[src/rtl/uart_telemetry_framer.sv]
// Frames one telemetry FIFO word per packet for uart_tx:
// SYNC0 SYNC1 PKT_ID SEQ payload[MSB..LSB] CHK, where CHK = XOR(PKT_ID, SEQ, payload).
module uart_telemetry_framer #(
    parameter int         FIFO_RD_DATA_WIDTH = 64,
    parameter logic [7:0] SYNC0              = 8'hAA,
    parameter logic [7:0] SYNC1              = 8'h55,
    parameter logic [7:0] PKT_ID             = 8'h01
) (
    input  logic                          clk,
    input  logic                          reset,
    input  logic                          fsm_en,
    input  logic [FIFO_RD_DATA_WIDTH-1:0] fifo_rd_data,
    input  logic                          fifo_empty,
    output logic                          fifo_rd_en,
    input  logic                          uart_tx_done,
    output logic                          uart_start_tx,
    output logic [7:0]                    uart_tx_din,
    output logic                          busy,
    output logic [15:0]                   pkt_count
);

    localparam int N         = FIFO_RD_DATA_WIDTH / 8;
    localparam int FRAME_LEN = N + 5;
    localparam int IDX_W     = $clog2(FRAME_LEN);

    localparam logic [IDX_W-1:0] IDX_SYNC0 = IDX_W'(0);
    localparam logic [IDX_W-1:0] IDX_SYNC1 = IDX_W'(1);
    localparam logic [IDX_W-1:0] IDX_ID    = IDX_W'(2);
    localparam logic [IDX_W-1:0] IDX_SEQ   = IDX_W'(3);
    localparam logic [IDX_W-1:0] IDX_PAY0  = IDX_W'(4);
    localparam logic [IDX_W-1:0] IDX_CHK   = IDX_W'(N + 4);

    typedef enum logic [2:0] {
        S_IDLE,
        S_FETCH,
        S_LATCH,
        S_LOAD,
        S_WAIT
    } state_t;

    state_t                        state_q, state_d;
    logic [IDX_W-1:0]              idx_q, idx_d;
    logic [7:0]                    seq_q, seq_d;
    logic [15:0]                   pkt_q, pkt_d;
    logic [7:0]                    din_q, din_d;
    logic [FIFO_RD_DATA_WIDTH-1:0] shreg_q, shreg_d;
    logic [7:0]                    chk_q, chk_d;
    logic [7:0]                    cur_byte;

    // Byte selected by the frame index; payload always comes from the top of the shift register.
    always_comb begin
        cur_byte = shreg_q[FIFO_RD_DATA_WIDTH-1 -: 8];
        if (idx_q == IDX_SYNC0) begin
            cur_byte = SYNC0;
        end else if (idx_q == IDX_SYNC1) begin
            cur_byte = SYNC1;
        end else if (idx_q == IDX_ID) begin
            cur_byte = PKT_ID;
        end else if (idx_q == IDX_SEQ) begin
            cur_byte = seq_q;
        end else if (idx_q == IDX_CHK) begin
            cur_byte = chk_q;
        end
    end

    always_comb begin
        state_d = state_q;
        idx_d   = idx_q;
        seq_d   = seq_q;
        pkt_d   = pkt_q;
        din_d   = din_q;
        shreg_d = shreg_q;
        chk_d   = chk_q;

        case (state_q)
            S_IDLE: begin
                if (fsm_en && !fifo_empty) begin
                    state_d = S_FETCH;
                end
            end
            S_FETCH: begin
                state_d = S_LATCH;
            end
            S_LATCH: begin
                shreg_d = fifo_rd_data;
                idx_d   = '0;
                chk_d   = '0;
                state_d = S_LOAD;
            end
            S_LOAD: begin
                din_d = cur_byte;
                if ((idx_q >= IDX_ID) && (idx_q != IDX_CHK)) begin
                    chk_d = chk_q ^ cur_byte;
                end
                if ((idx_q >= IDX_PAY0) && (idx_q != IDX_CHK)) begin
                    shreg_d = shreg_q << 8;
                end
                state_d = S_WAIT;
            end
            S_WAIT: begin
                // Done pulses are only meaningful here; elsewhere they are ignored.
                if (uart_tx_done) begin
                    if (idx_q == IDX_CHK) begin
                        seq_d   = seq_q + 8'd1;
                        pkt_d   = pkt_q + 16'd1;
                        state_d = S_IDLE;
                    end else begin
                        idx_d   = idx_q + IDX_W'(1);
                        state_d = S_LOAD;
                    end
                end
            end
            default: begin
                state_d = S_IDLE;
            end
        endcase
    end

    always_ff @(posedge clk or negedge reset) begin
        if (!reset) begin
            state_q <= S_IDLE;
            idx_q   <= '0;
            seq_q   <= '0;
            pkt_q   <= '0;
            din_q   <= '0;
        end else begin
            state_q <= state_d;
            idx_q   <= idx_d;
            seq_q   <= seq_d;
            pkt_q   <= pkt_d;
            din_q   <= din_d;
        end
    end

    // Payload and checksum are always reloaded in LATCH before use, so they carry no reset.
    always_ff @(posedge clk) begin
        shreg_q <= shreg_d;
        chk_q   <= chk_d;
    end

    assign fifo_rd_en    = (state_q == S_FETCH);
    assign uart_start_tx = (state_q == S_LOAD);
    assign uart_tx_din   = (state_q == S_LOAD) ? cur_byte : din_q;
    assign busy          = (state_q != S_IDLE);
    assign pkt_count     = pkt_q;

endmodule
[config.mk]
export PLATFORM = sky130hd
export DESIGN_NAME = uart_telemetry_framer
export DESIGN_NICKNAME = d
export VERILOG_FILES = /design/src/rtl/uart_telemetry_framer.sv
export SDC_FILE = /design/constraint.sdc
export NUM_CORES = 1
export LEC_CHECK = 0
export BUFFER_PORTS_ARGS = -buffer_cell sky130_fd_sc_hd__buf_2
export CORE_AREA = 8 8 119 121
export CTS_BUF_LIST = sky130_fd_sc_hd__clkbuf_4 sky130_fd_sc_hd__clkbuf_8
export DETAILED_ROUTE_END_ITERATION = 8
export DIE_AREA = 0 0 127 129
export PLACE_DENSITY_LB_ADDON = 0.25
export SYNTH_ARGS = -nofsm -noshare
export SYNTH_HDL_FRONTEND = slang
export SYNTH_SLANG_ARGS = --single-unit
[constraint.sdc]
create_clock -name clk -period 11.9 [get_ports clk]
set_input_delay 2.975 -clock clk [delete_from_list [all_inputs] [get_ports clk]]
set_output_delay 2.975 -clock clk [all_outputs]
set_load 0.005 [all_outputs]
* Word-level counts from Yosys, hierarchy flattened
Index checks and enable logic that the tools add are counted.
W data, S select, Z words.
** Cells by class
- Reductions and logical operators :: 14
- Mux-type cells :: 17
- Magnitude comparators :: 2
- $add $sub $neg :: 3
- Bitwise operators :: 1
- Equal/unequal tests :: 14
** Operators by type and width (count)
- $pmux W64 S2 :: 1
- $mux W64 :: 1
- $mux W8 :: 7
- $add A16 B1 Y16 const B :: 1
- $pmux W8 S2 :: 1
- $pmux W3 S5 :: 1
- $add A8 B1 Y8 const B :: 1
- $eq A4 B2 Y1 const B :: 2
- $mux W4 :: 2
- $pmux W4 S2 :: 1
- $xor A8 B8 Y8 :: 1
- $eq A3 B2 Y1 const B :: 2
- $mux W3 :: 2
- $ne A2 B2 Y1 const B :: 3
- $reduce_and A2 Y1 :: 3
- $reduce_and A3 Y1 :: 2
- $add A4 B1 Y4 const B :: 1
- $eq A4 B1 Y1 const B :: 1
- $eq A4 B4 Y1 const B :: 1
- $ge A4 B2 Y1 const B :: 1
- $ge A4 B3 Y1 const B :: 1
- $logic_not A4 Y1 :: 1
- $ne A2 B1 Y1 const B :: 2
- $ne A4 B4 Y1 const B :: 1
- 8 further kinds :: 11
** Storage, ports and cells
- Output and inout port bits :: 27
- Bits in registers :: 111

* Logic depth before layout (Yosys ltp)
- Word-level depth :: 9
- Depth in mapped cells :: 9
- Mapped depth without buffers :: 6

* Worst setup path after synthesis
OpenSTA, ideal clock, no wires.
- Kind :: flip-flop to flip-flop
- Start point :: register state_q[2]
- End point :: register shreg_q[0], enable pin
- Buffers on the path :: 2
- Data arrival time :: 5.589 ns
- Cell stages (with the launch flop) :: 7
- Slack :: 5.737 ns
- Library setup time :: 0.574 ns
- Cells stage by stage :: dfrtp_1 -> buf_6 -> nand3b_1 -> inv_1 -> buf_2 -> nand2_1 -> o21ai_0
** Between the ends
- Cells in the longest elaborated chain, start to end :: 3
- Elaborated cells between the ends (all ways) :: 5
- Those cells by class :: eq/ne: 3; reduce/logical: 2
** Ends and longest elaborated chain
- from (decl) :: RTL line 41 : state_t state_q, state_d;
- from (signal assigned) :: RTL line 127 : state_q <= state_d;
- $eq A3 B2 Y1 :: RTL line 75 : case (state_q)
- $ne A2 B1 Y1 (no source line) or $reduce_bool A2 Y1 (tied branches)
- $reduce_and A2 Y1 (no source line) *
- to (signal assigned) :: RTL line 137 : shreg_q <= shreg_d;
- to (decl) :: RTL line 46 : logic [FIFO_RD_DATA_WIDTH-1:0] shreg_q, shreg_d;
Mark *: on every way between the ends. The rest lies on a longest branch, timed or not.
A chain may end at the register's enable or synchronous reset.

* Final worst setup path
- Start point :: register state_q[2]
- End point :: output port uart_tx_din[7]
** Between the ends
- Cells in the longest elaborated chain, start to end :: 2
** Ends and longest elaborated chain
- $eq A3 B2 Y1 :: RTL line 143 : assign uart_tx_din = (state_q == S_LOAD) ? cur_byte : din_q;
- $mux W8 :: RTL line 143
- to (decl) :: RTL line 17 : output logic [7:0] uart_tx_din,
No other way between the ends.

==> run metrics <==
Simple-Gate Fraction of Synth Area=0.235; Worst Hold End=pkt_count[15]$_DFFE_PN0P_; Warnings, synthesis=0; xor and xnor area share after synthesis=0.0387; Post-synth EDFFs=72; CTS clk-pin slew, worst paths=roughly 90 ps; post-route DRC violation count=0; Max Transition Viols Final=0; IO Pins=96; drt total wl=12000 microns; Die W=roughly 130 microns; 1st-pass router iterations=4; Synth top area share=0.398; clock latency on the worst-skew pair=380 ps; Power Density=194 nW/um^2; P_leak=between 2 and 3 nW; CP max-delay cell=buf_4; row cnt=41; Yosys top cell by area=edfxtp_1; Worst Path Required=8930 ps; critical path endpoint category=primary output; buffer depth of the longest clock path=2; launching point of the worst reg2reg path=state_q[2]$_DFFE_PN0P_; CTS tree=yes; hold depth=1; Worst path max stage delay=roughly 600 ps; DP HPWL=~8300 microns; die area=~16000 sq um; Final Cycle Share=0.469; Avg Inst Size Synth=just over 10 sq um; total global routing overflow=0; RSZ-0062 raised after global routing=false; final setup TNS=0 ps; Seq/Total Area, Yosys=0.577; vias in the first global route=~4100; CP Cell Sequence=nand3b_1 -> buf_4 -> inv_2 -> buf_4 -> o22a_1 -> buf_2; most frequent cell on the critical path=buf_4; Avg Vias per Cell=roughly 5.2; via count=3995; PostCTS Resize Cnt=0; post-route minimum period=between 5000 and 6000 ps; Die Y=approximately 130 microns; Area contributors post-synth=edfxtp_1 (40%), dfrtp_1 (18%), nand2_1 (14%); final instance area=about 6100 sq um; crit-path max FO=85; final setup fails=0; DR iter-0 viols=a little under 300; DRT antenna net count=0; adder-cell share of the synthesized area=0.0138; WL per Instance=between 15 and 20 microns; endpoint arrival time on the critical path=2600 ps; CTS Sinks=111; Seq cells post-synth=111; dpl cell area=5960 sq um; fmax=179 MHz; CP Launch Type=flip-flop; Worst Slack Setup Final=about 6300 ps; max-cap viol count=0; reg2reg setup slack=8640 ps; Gate Count Post-Synth=between 500 and 600; hold-fix buffer count after cts=0; total track usage=0.152; Clock Skews=between 10 and 15 ps; actual slew at the worst max-slew pin=between 800 and 900 ps; global-route wire length before repair=roughly 20000 microns; Hold Crit Start=pkt_count[15]$_DFFE_PN0P_; status=completed; RD Place Congestion=~0.8; main combinational cell family by area after synthesis=simple AND/OR/NAND/NOR gates; FF-to-FF path depth=7; mux contribution to synthesized area=0.0129; Slew headroom=0.406; largest net degree at the start of global routing=86; post-CTS setup buffers=0; floorplan core area=roughly 12000 sq um; # placed instances=~750; Final nets=between 600 and 700; Initial Utilization=0.441; Synth Area in Compound Gates=0.0831; synthesis-to-finish area growth=12.6%; Hold WS=between 400 and 500 ps; Ant. Diodes=0; fraction of layout cells with a size suffix above 1=0.204; CTS HTree Levels=3; final hold vios=0; Final Non-Filler Cells=approximately 760; Cell variety after synth=52; prevailing post-synth register cell=edfxtp_1; Root Buffer=clkbuf_8; Place WS=6750 ps; VDD IR max=between 0.0001 and 0.00015 V; cts bufs inserted=9; initial antenna violation count=0; FFs w/ async S/R, synth=0.351; Post-Syn Nets=607; critical path class=flip-flop to primary output; HP Class=flip-flop to flip-flop; Mapped Area=between 5000 and 6000 sq um; IO Port Bufs=95; Reg2Reg Capture Point=shreg_q[57]$_DFFE_PP_
[power breakdown]
part,internal (mW),switching (mW),total (mW)
sequential,0.570,0.0519,0.622
clock,0.0777,0.126,0.204
combinational,0.125,0.235,0.360
[per-layer routing]
metal / vias to the layer above / track usage / routed length (microns)
li1: 1980 / - / -
met1: 1891 / 0.180 / 5100
met2: 113 / 0.255 / 5980
met3: 11 / 0.0530 / 797
met4: 0 / 0.0518 / 147
met5: - / 0 / 0
[cells by family (layout without fill, tap and decap cells)]
group / count (synthesis) / count (layout)
buffers and inverters: 40 / 121
flip-flops: 111 / 111
AO/OA/AOI/OAI: 61 / 61
AND/OR/NAND/NOR: 283 / 283
adder cells (fa/ha/maj): 6 / 6
XOR/XNOR: 24 / 24
multiplexers: 7 / 7
[flip-flops by register name (all words and copies together) (netlist names)]
register   flops
pkt_count     16
seq_q          8
chk_q          8
idx_q          4
din_q          8
shreg_q       64
state_q        3
[synthesized netlist by cell type, types with 5 or more instances]
cell type,n
dfrtp_1,39
buf_2,12
nand2_1,197
inv_1,8
nor2_1,10
xnor2_1,12
nor3_1,11
ha_1,6
and3_1,5
nand4_1,7
nand2b_1,7
mux2i_1,7
a21oi_1,14
xor2_1,12
nand3_1,13
edfxtp_1,72
and2_1,9
o21bai_1,6
clkbuf_1,11
a2111o_1,5
o21ai_0,9
nor3b_1,5
[worst max-delay path, delay by kind of cell, from the launching register on]
family | cells | cell delay (ps)
flip-flops | 1 | 490
AO/OA/AOI/OAI | 1 | 310
AND/OR/NAND/NOR | 1 | 150
buffers and inverters | 4 | 1170
[how the worst max path moves through the flow]
stage,startpoint,endpoint,slack (ps),depth (start not counted)
detailed placement,state_q[0]$_DFFE_PN0P_,uart_tx_din[5],6750,6
global route,state_q[0]$_DFFE_PN0P_,uart_tx_din[5],6130,6
CTS,state_q[2]$_DFFE_PN0P_,uart_tx_din[5],6310,6
global placement,state_q[1]$_DFFE_PN0P_,uart_tx_din[5],6820,6
finish,state_q[2]$_DFFE_PN0P_,uart_tx_din[7],6320,6
floorplan,state_q[2]$_DFFE_PN0P_,shreg_q[0]$_SDFFCE_PP0P_,5740,6
[area by class of cell]
class	instances	area, sq um
clock buffer	10	131
clock inverter	4	31.3
fill	1169	6190
inverter	8	30.0
multi-input combinational	381	2100
sequential	111	3140
tap	150	188
timing repair buffer	99	505
[stage by stage]
stage / total power, mW / util
floorplan: 0.905 / -
global placement: 0.983 / 0.484
detailed placement: 0.998 / 0.484
CTS: 1.20 / 0.497
global route: 1.27 / 0.497
finish: 1.19 / 0.497
[cell usage in the layout, fill, tap and decap left out, types with 8 or more instances in the layout]
master,count
nand2_1,197
dfrtp_1,39
buf_2,95
xor2_1,12
o21ai_0,8
edfxtp_1,72
xnor2_1,12
and2_1,9
nor3_1,11
nand3_1,13
clkbuf_8,9
nor2_1,10
a21oi_1,14
Power figures use the tool's default switching activity.
